### src/rtl/pll_seq_pkg.sv
// Shared types and constants for the PLL lock sequencer: FSM state encoding,
// PI gain codes, frequency-word width and the phase-error magnitude helper.
package pll_seq_pkg;

  localparam int FREQ_W = 16;

  typedef enum logic [2:0] {
    ST_IDLE    = 3'd0,
    ST_SWEEP   = 3'd1,
    ST_ACQUIRE = 3'd2,
    ST_LOCKED  = 3'd3,
    ST_FAULT   = 3'd4
  } pll_state_e;

  localparam logic [1:0] GAIN_OFF   = 2'd0;
  localparam logic [1:0] GAIN_TRACK = 2'd1;
  localparam logic [1:0] GAIN_ACQ   = 2'd2;

  // Unsigned magnitude; -128 maps to 128 so it can never pass a small threshold.
  function automatic logic [7:0] abs_err(input logic signed [7:0] e);
    logic [7:0] u;
    u = e;
    return u[7] ? (~u + 8'd1) : u;
  endfunction

endpackage

### src/rtl/pll_seq_lock_detect.sv
// Phase-error qualifier: magnitude/threshold compare plus consecutive
// in-lock and out-of-lock sample counters with a synchronous clear.
module pll_seq_lock_detect
  import pll_seq_pkg::*;
#(
  parameter int LOCK_THRESH  = 4,
  parameter int LOCK_COUNT   = 8,
  parameter int UNLOCK_COUNT = 4
) (
  input  logic              clk,
  input  logic              reset,
  input  logic              clear_i,
  input  logic signed [7:0] phase_err_i,
  input  logic              err_valid_i,
  output logic              in_lock_o,
  output logic              out_lock_o,
  output logic              lock_hit_o,
  output logic              unlock_hit_o
);

  localparam int IN_W  = $clog2(LOCK_COUNT + 1);
  localparam int OUT_W = $clog2(UNLOCK_COUNT + 1);
  localparam logic [IN_W-1:0]  IN_LAST  = IN_W'(LOCK_COUNT - 1);
  localparam logic [OUT_W-1:0] OUT_LAST = OUT_W'(UNLOCK_COUNT - 1);
  localparam logic [8:0]       THRESH9  = 9'(LOCK_THRESH);

  logic [7:0]       mag;
  logic [IN_W-1:0]  in_cnt_q, in_cnt_d;
  logic [OUT_W-1:0] out_cnt_q, out_cnt_d;

  assign mag          = abs_err(phase_err_i);
  assign in_lock_o    = err_valid_i && ({1'b0, mag} <= THRESH9);
  assign out_lock_o   = err_valid_i && !in_lock_o;
  assign lock_hit_o   = in_lock_o && (in_cnt_q == IN_LAST);
  assign unlock_hit_o = out_lock_o && (out_cnt_q == OUT_LAST);

  // Counts saturate at their last value; the FSM leaves (and clears) on a hit.
  always_comb begin
    in_cnt_d  = in_cnt_q;
    out_cnt_d = out_cnt_q;
    if (clear_i) begin
      in_cnt_d  = '0;
      out_cnt_d = '0;
    end else if (in_lock_o) begin
      out_cnt_d = '0;
      if (in_cnt_q != IN_LAST) in_cnt_d = in_cnt_q + IN_W'(1);
    end else if (out_lock_o) begin
      in_cnt_d = '0;
      if (out_cnt_q != OUT_LAST) out_cnt_d = out_cnt_q + OUT_W'(1);
    end
  end

  always_ff @(posedge clk or posedge reset) begin
    if (reset) begin
      in_cnt_q  <= '0;
      out_cnt_q <= '0;
    end else begin
      in_cnt_q  <= in_cnt_d;
      out_cnt_q <= out_cnt_d;
    end
  end

endmodule

### src/rtl/pll_lock_sequencer.sv
// PLL lock sequencer: frequency sweep, acquisition, lock tracking and fault.
// Build option PLL_SEQ_RELOCK_EN: loss of lock re-enters ACQUIRE instead of FAULT.
//
// state   | meaning
// IDLE    | waiting for start, loop off
// SWEEP   | stepping freq_word until an in-lock sample is seen
// ACQUIRE | loop on at high gain, counting consecutive in-lock samples
// LOCKED  | loop on at low gain, watching for consecutive out-of-lock samples
// FAULT   | sweep exhausted or lock lost, waiting for start
module pll_lock_sequencer
  import pll_seq_pkg::*;
#(
  parameter logic [FREQ_W-1:0] SWEEP_START  = 16'h0400,
  parameter logic [FREQ_W-1:0] SWEEP_STEP   = 16'h0010,
  parameter logic [FREQ_W-1:0] SWEEP_END    = 16'h0800,
  parameter int                LOCK_THRESH  = 4,
  parameter int                LOCK_COUNT   = 8,
  parameter int                UNLOCK_COUNT = 4,
  parameter int                ACQ_TIMEOUT  = 256
) (
  input  logic              clk,
  input  logic              reset,
  input  logic              start,
  input  logic              abort,
  input  logic signed [7:0] phase_err,
  input  logic              err_valid,
  output logic [FREQ_W-1:0] freq_word,
  output logic              loop_en,
  output logic [1:0]        gain_sel,
  output logic              locked,
  output logic              busy,
  output logic              fault,
  output logic [2:0]        state
);

  localparam int              TMR_W    = $clog2(ACQ_TIMEOUT + 1);
  localparam logic [TMR_W-1:0] TMR_LOAD = TMR_W'(ACQ_TIMEOUT - 1);

  pll_state_e        state_q;
  logic [FREQ_W-1:0] freq_q;
  logic              loop_en_q;
  logic [1:0]        gain_q;
  logic              locked_q;
  logic              busy_q;
  logic              fault_q;
  logic [TMR_W-1:0]  tmr_q;

  logic            in_lock, out_lock, lock_hit, unlock_hit;
  logic            tmr_done;
  logic            det_clear;
  logic [FREQ_W:0] step_sum;
  logic            step_over;

  assign tmr_done  = (tmr_q == '0);
  assign step_sum  = {1'b0, freq_q} + {1'b0, SWEEP_STEP};
  assign step_over = step_sum > {1'b0, SWEEP_END};

  // Counters only run in ACQUIRE/LOCKED and are wiped on every transition out.
  assign det_clear = abort
                  || (state_q == ST_IDLE) || (state_q == ST_SWEEP) || (state_q == ST_FAULT)
                  || ((state_q == ST_ACQUIRE) && (lock_hit || tmr_done))
                  || ((state_q == ST_LOCKED) && unlock_hit);

  pll_seq_lock_detect #(
    .LOCK_THRESH (LOCK_THRESH),
    .LOCK_COUNT  (LOCK_COUNT),
    .UNLOCK_COUNT(UNLOCK_COUNT)
  ) u_lock_detect (
    .clk         (clk),
    .reset       (reset),
    .clear_i     (det_clear),
    .phase_err_i (phase_err),
    .err_valid_i (err_valid),
    .in_lock_o   (in_lock),
    .out_lock_o  (out_lock),
    .lock_hit_o  (lock_hit),
    .unlock_hit_o(unlock_hit)
  );

  always_ff @(posedge clk or posedge reset) begin
    if (reset) begin
      state_q   <= ST_IDLE;
      freq_q    <= SWEEP_START;
      loop_en_q <= 1'b0;
      gain_q    <= GAIN_OFF;
      locked_q  <= 1'b0;
      busy_q    <= 1'b0;
      fault_q   <= 1'b0;
      tmr_q     <= '0;
    end else if (abort) begin
      state_q   <= ST_IDLE;
      loop_en_q <= 1'b0;
      gain_q    <= GAIN_OFF;
      locked_q  <= 1'b0;
      busy_q    <= 1'b0;
      fault_q   <= 1'b0;
      tmr_q     <= '0;
    end else begin
      case (state_q)
        ST_IDLE: begin
          if (start) begin
            state_q <= ST_SWEEP;
            freq_q  <= SWEEP_START;
            busy_q  <= 1'b1;
          end
        end
        ST_SWEEP: begin
          if (in_lock) begin
            state_q   <= ST_ACQUIRE;
            loop_en_q <= 1'b1;
            gain_q    <= GAIN_ACQ;
            tmr_q     <= TMR_LOAD;
          end else if (out_lock) begin
            if (step_over) begin
              state_q <= ST_FAULT;
              busy_q  <= 1'b0;
              fault_q <= 1'b1;
            end else begin
              freq_q <= step_sum[FREQ_W-1:0];
            end
          end
        end
        ST_ACQUIRE: begin
          // Lock completion takes priority over an expiring timer.
          if (lock_hit) begin
            state_q  <= ST_LOCKED;
            locked_q <= 1'b1;
            gain_q   <= GAIN_TRACK;
          end else if (tmr_done) begin
            loop_en_q <= 1'b0;
            gain_q    <= GAIN_OFF;
            if (step_over) begin
              state_q <= ST_FAULT;
              busy_q  <= 1'b0;
              fault_q <= 1'b1;
            end else begin
              state_q <= ST_SWEEP;
              freq_q  <= step_sum[FREQ_W-1:0];
            end
          end else begin
            tmr_q <= tmr_q - TMR_W'(1);
          end
        end
        ST_LOCKED: begin
          if (unlock_hit) begin
            locked_q <= 1'b0;
`ifdef PLL_SEQ_RELOCK_EN
            state_q <= ST_ACQUIRE;
            gain_q  <= GAIN_ACQ;
            tmr_q   <= TMR_LOAD;
`else
            state_q   <= ST_FAULT;
            loop_en_q <= 1'b0;
            gain_q    <= GAIN_OFF;
            busy_q    <= 1'b0;
            fault_q   <= 1'b1;
`endif
          end
        end
        ST_FAULT: begin
          if (start) begin
            state_q <= ST_SWEEP;
            freq_q  <= SWEEP_START;
            busy_q  <= 1'b1;
            fault_q <= 1'b0;
          end
        end
        default: begin
          state_q   <= ST_IDLE;
          loop_en_q <= 1'b0;
          gain_q    <= GAIN_OFF;
          locked_q  <= 1'b0;
          busy_q    <= 1'b0;
          fault_q   <= 1'b0;
        end
      endcase
    end
  end

  assign freq_word = freq_q;
  assign loop_en   = loop_en_q;
  assign gain_sel  = gain_q;
  assign locked    = locked_q;
  assign busy      = busy_q;
  assign fault     = fault_q;
  assign state     = state_q;

endmodule

### config.mk
export PLATFORM = sky130hd
export DESIGN_NAME = pll_lock_sequencer
export DESIGN_NICKNAME = d
export VERILOG_FILES = /design/src/rtl/pll_seq_pkg.sv /design/src/rtl/pll_seq_lock_detect.sv /design/src/rtl/pll_lock_sequencer.sv
export SDC_FILE = /design/constraint.sdc
export NUM_CORES = 1
export LEC_CHECK = 0
export ABC_AREA = 1
export BUFFER_PORTS_ARGS = -buffer_cell sky130_fd_sc_hd__buf_4
export CAP_MARGIN = 10
export CORE_UTILIZATION = 40
export DETAILED_ROUTE_END_ITERATION = 12
export SYNTH_ARGS = -nofsm -noshare
export SYNTH_HDL_FRONTEND = slang
export SYNTH_SLANG_ARGS = --single-unit
export TNS_END_PERCENT = 10
### constraint.sdc
create_clock -name clk -period 5.3 [get_ports clk]
set_clock_uncertainty 0.1 [all_clocks]
set_input_delay 0.265 -clock clk [delete_from_list [all_inputs] [get_ports clk]]
set_output_delay 0.265 -clock clk [all_outputs]
set_load 0.005 [all_outputs]
==> results.md <==
* CTS clock-pin slew for the worst setup and hold paths at 0.08 ns
* R2R Path End: freq_word[14]
* Overall power at 993 µW
* Seq cells post-synth at 37
* Total track usage at 0.199
* Crit start category: register
* Max clock buf depth at 2
* Multiplexer share of the synthesized area at 0
* Pre-Repair DR Iteration Count at 4
* Sw power at 408 µW
* Post-Synth Adder-Cell Area at 0.0300
* R2R depth at 14
* Grt met3 use at 0.0393
* Routability-driven placement congestion ratio at 0.917
* Critical path class: reg -> reg
* Synth Flop Type: dfrtp_1
* # IOs at 38
* Req. time, crit path at 5.39 ns
* R2R Path Start: freq_word[4]
* Htree depth at 2
* Minimum clock period at 2.33 ns
* Final Cell Area at 0.00289 mm²
* Die area at 0.00657 mm²
* Mapped cell area at 0.00250 mm²
* Crit end category: register
* Nets at 422
* Clk Latency, worst-skew pair at 0.29 ns
* Worst vdd ir at 0.168 mV
* Largest family of logic cells by synthesized area: simple AND/OR/NAND/NOR gates
* Clock root buffer: clkbuf_8
* Max-Slew Margin vs Limit at 0.653
* Met1 GRT Util at 0.249
* CTS Hold Bufs at 0
* Internal cell power at 585 µW
* Post-synth cell types at 34
* Switching Share at 0.411
* Number of global-route vias before repair at 2286
* Area of the core at 0.00599 mm²
* Fin util at 0.483
* Crit-path max FO at 9
* Register area share after synthesis at 0.371
* R2R Setup Slk at 2.97 ns
* N_diodes at 0
* PD cells at 343 mW/mm²
* # setup viols final at 0
* Drc violations at 0
* Global route total overflow at 0
* Min Hold Slack at -0.00917 ns
* Die Ht at 81.1 µm
* Clk sinks at 37
* Synth warn at 0
* Layout cells sized above 1 at 0.153
* Vias at 2402
* Ys async rst share at 1.00
* Max frequency at 430 MHz
* Crit path from: freq_word[4]
* Starting Density at 0.417
* Mean area per synthesized cell at 6.81 µm²
* Synth Area in Compound Gates at 0.0731
* Status: complete, but fails checks
* Post-synth EDFFs at 0
* Post-DP HPWL at 4260 µm
* DR vias/cell at 5.01
* Critical path arrival at 2.42 ns
* Unrepaired setup endpoints after global routing: no
* XOR/XNOR Fraction of Synth Area at 0.0140
* Placed Area at 0.00281 mm²
* Failing checks: hold timing
* Pins Over Slew Limit at 0
* Post-Route Setup TNS at 0 ns
* Leakage at 0.00154 µW
* Max-cap viol count at 0
* Layout area overhead at 15.7%
* I/O Buffers at 33
* Antenna violations before repair at 0
* Sequential Power Share at 0.414
* Synth Area in Simple Gates at 0.413
* First-pass GRT wire length at 10200 µm
* Synthesized netlist cell count at 367
* Fin crit share at 0.439
* Hold crit path type: in -> async
* Largest net degree at the start of global routing at 38
* Chip width at 81.1 µm
* DRT iter0 DRCs at 107
* Routed wire length at 5780 µm
* Clock share of power at 0.196
* CTS buffer count at 5
* CTS tree: yes
* Avg WL per Cell at 12.1 µm
* Worst-Margin Slew at 0.520 ns
* M2 GR Usage at 0.339
* GR peak layer: met2
* CTS resizes at 0
* Combinational power share at 0.389
* Site row count at 28
* Fin. Hold Viols at 15
* Postcts setup bufs at 0
* Post-DRT Antenna Nets at 0
[layout by cell type (no fill, tap or decap), types with 3 or more instances in the layout]
| cell | instances |
|---|---|
| a21oi_1 | 9 |
| buf_4 | 34 |
| clkbuf_8 | 5 |
| conb_1 | 4 |
| dfrtp_1 | 36 |
| ha_1 | 6 |
| inv_1 | 46 |
| nand2_1 | 112 |
| nand3_1 | 43 |
| nand3b_1 | 3 |
| nand4_1 | 9 |
| nor2_1 | 34 |
| nor2_2 | 8 |
| nor3_1 | 6 |
| o21ai_0 | 21 |
| xor2_1 | 4 |
[critical path: stages (launching register included)]
cell and delay [ns]:
dfrtp_1 0.46, ha_1 0.20, nand2_1 0.11, nor2_2 0.22, nand2_1 0.08, nand2_1 0.06, nand2_1 0.04, nor2_1 0.08
nand2_1 0.06, nor2_2 0.18, nand2_1 0.13, nand2_2 0.20, nand2_4 0.13, inv_4 0.13, nor2_2 0.04
[metal layers]
| metal | vias up | part of all wire |
|---|---|---|
| li1 | 1239 | - |
| met1 | 1091 | 0.45 |
| met2 | 62 | 0.49 |
| met3 | 10 | 0.046 |
| met4 | 0 | 0.015 |
| met5 | - | 0 |
[power groups by stage]
stage / Combinational, µW / Sequential [µW] / Clock [µW]
after floorplan: 274 / 406 / 0
after global placement: 386 / 415 / 0
after detailed placement: 387 / 417 / 0
after CTS: 389 / 412 / 204
after global routing: 446 / 423 / 212
final: 386 / 411 / 195
[cells in the mapped netlist, types with 2 or more instances]
| cell | instances | area, µm² |
|---|---|---|
| buf_4 | 5 | 37.5 |
| inv_4 | 2 | 12.5 |
| o21ai_1 | 2 | 10.0 |
| a21oi_1 | 9 | 45.0 |
| ha_1 | 6 | 75.1 |
| inv_1 | 46 | 173 |
| inv_2 | 2 | 7.51 |
| nor2_1 | 34 | 128 |
| nand3_1 | 43 | 215 |
| xor2_1 | 4 | 35.0 |
| nor2_4 | 2 | 22.5 |
| nand4_1 | 9 | 56.3 |
| nand3b_1 | 3 | 22.5 |
| nand2_1 | 112 | 420 |
| dfrtp_1 | 36 | 901 |
| nor2_2 | 8 | 50.1 |
| nor3_1 | 6 | 30.0 |
| o21ai_0 | 21 | 105 |
| nor3_4 | 2 | 32.5 |
[sequential cells by signal, indices dropped and copies added (netlist names), 2 cells and up]
signal	count
freq_word	12
gain_sel	2
state	3
tmr_q	9
u_lock_detect.in_cnt_q	4
u_lock_detect.out_cnt_q	3
[how the worst max path moves through the flow]
stage / depth (start not counted) / to
finish: 14 / freq_word[14]
detailed placement: 14 / freq_word[14]
floorplan: 14 / freq_word[12]
global route: 14 / freq_word[6]
global placement: 14 / freq_word[15]
CTS: 14 / freq_word[14]
[metrics by stage]
step,std cells,setup WS (ns)
after floorplan,370,3.32
after global placement,471,2.98
after detailed placement,471,2.97
after CTS,479,2.96
after global routing,479,2.62
final,479,2.97
[logic make-up (layout without fill, tap and decap cells)]
kind of cell / Yosys count / count (layout)
adder cells (fa/ha/maj): 6 / 6
AO/OA/AOI/OAI: 35 / 35
buffers and inverters: 58 / 92
flip-flops: 37 / 37
AND/OR/NAND/NOR: 226 / 226
other: 1 / 4
XOR/XNOR: 4 / 4
[cell type report]
type	instances	area [µm²]
clock buffers	7	76.3
clock inverters	1	5.00
fillers	589	3100
inverters	50	193
multi-input cells	275	1340
flip-flops and latches	37	927
well taps	75	93.8
repair buffers	34	255
Note: power is estimated with default switching activity, not from simulation.
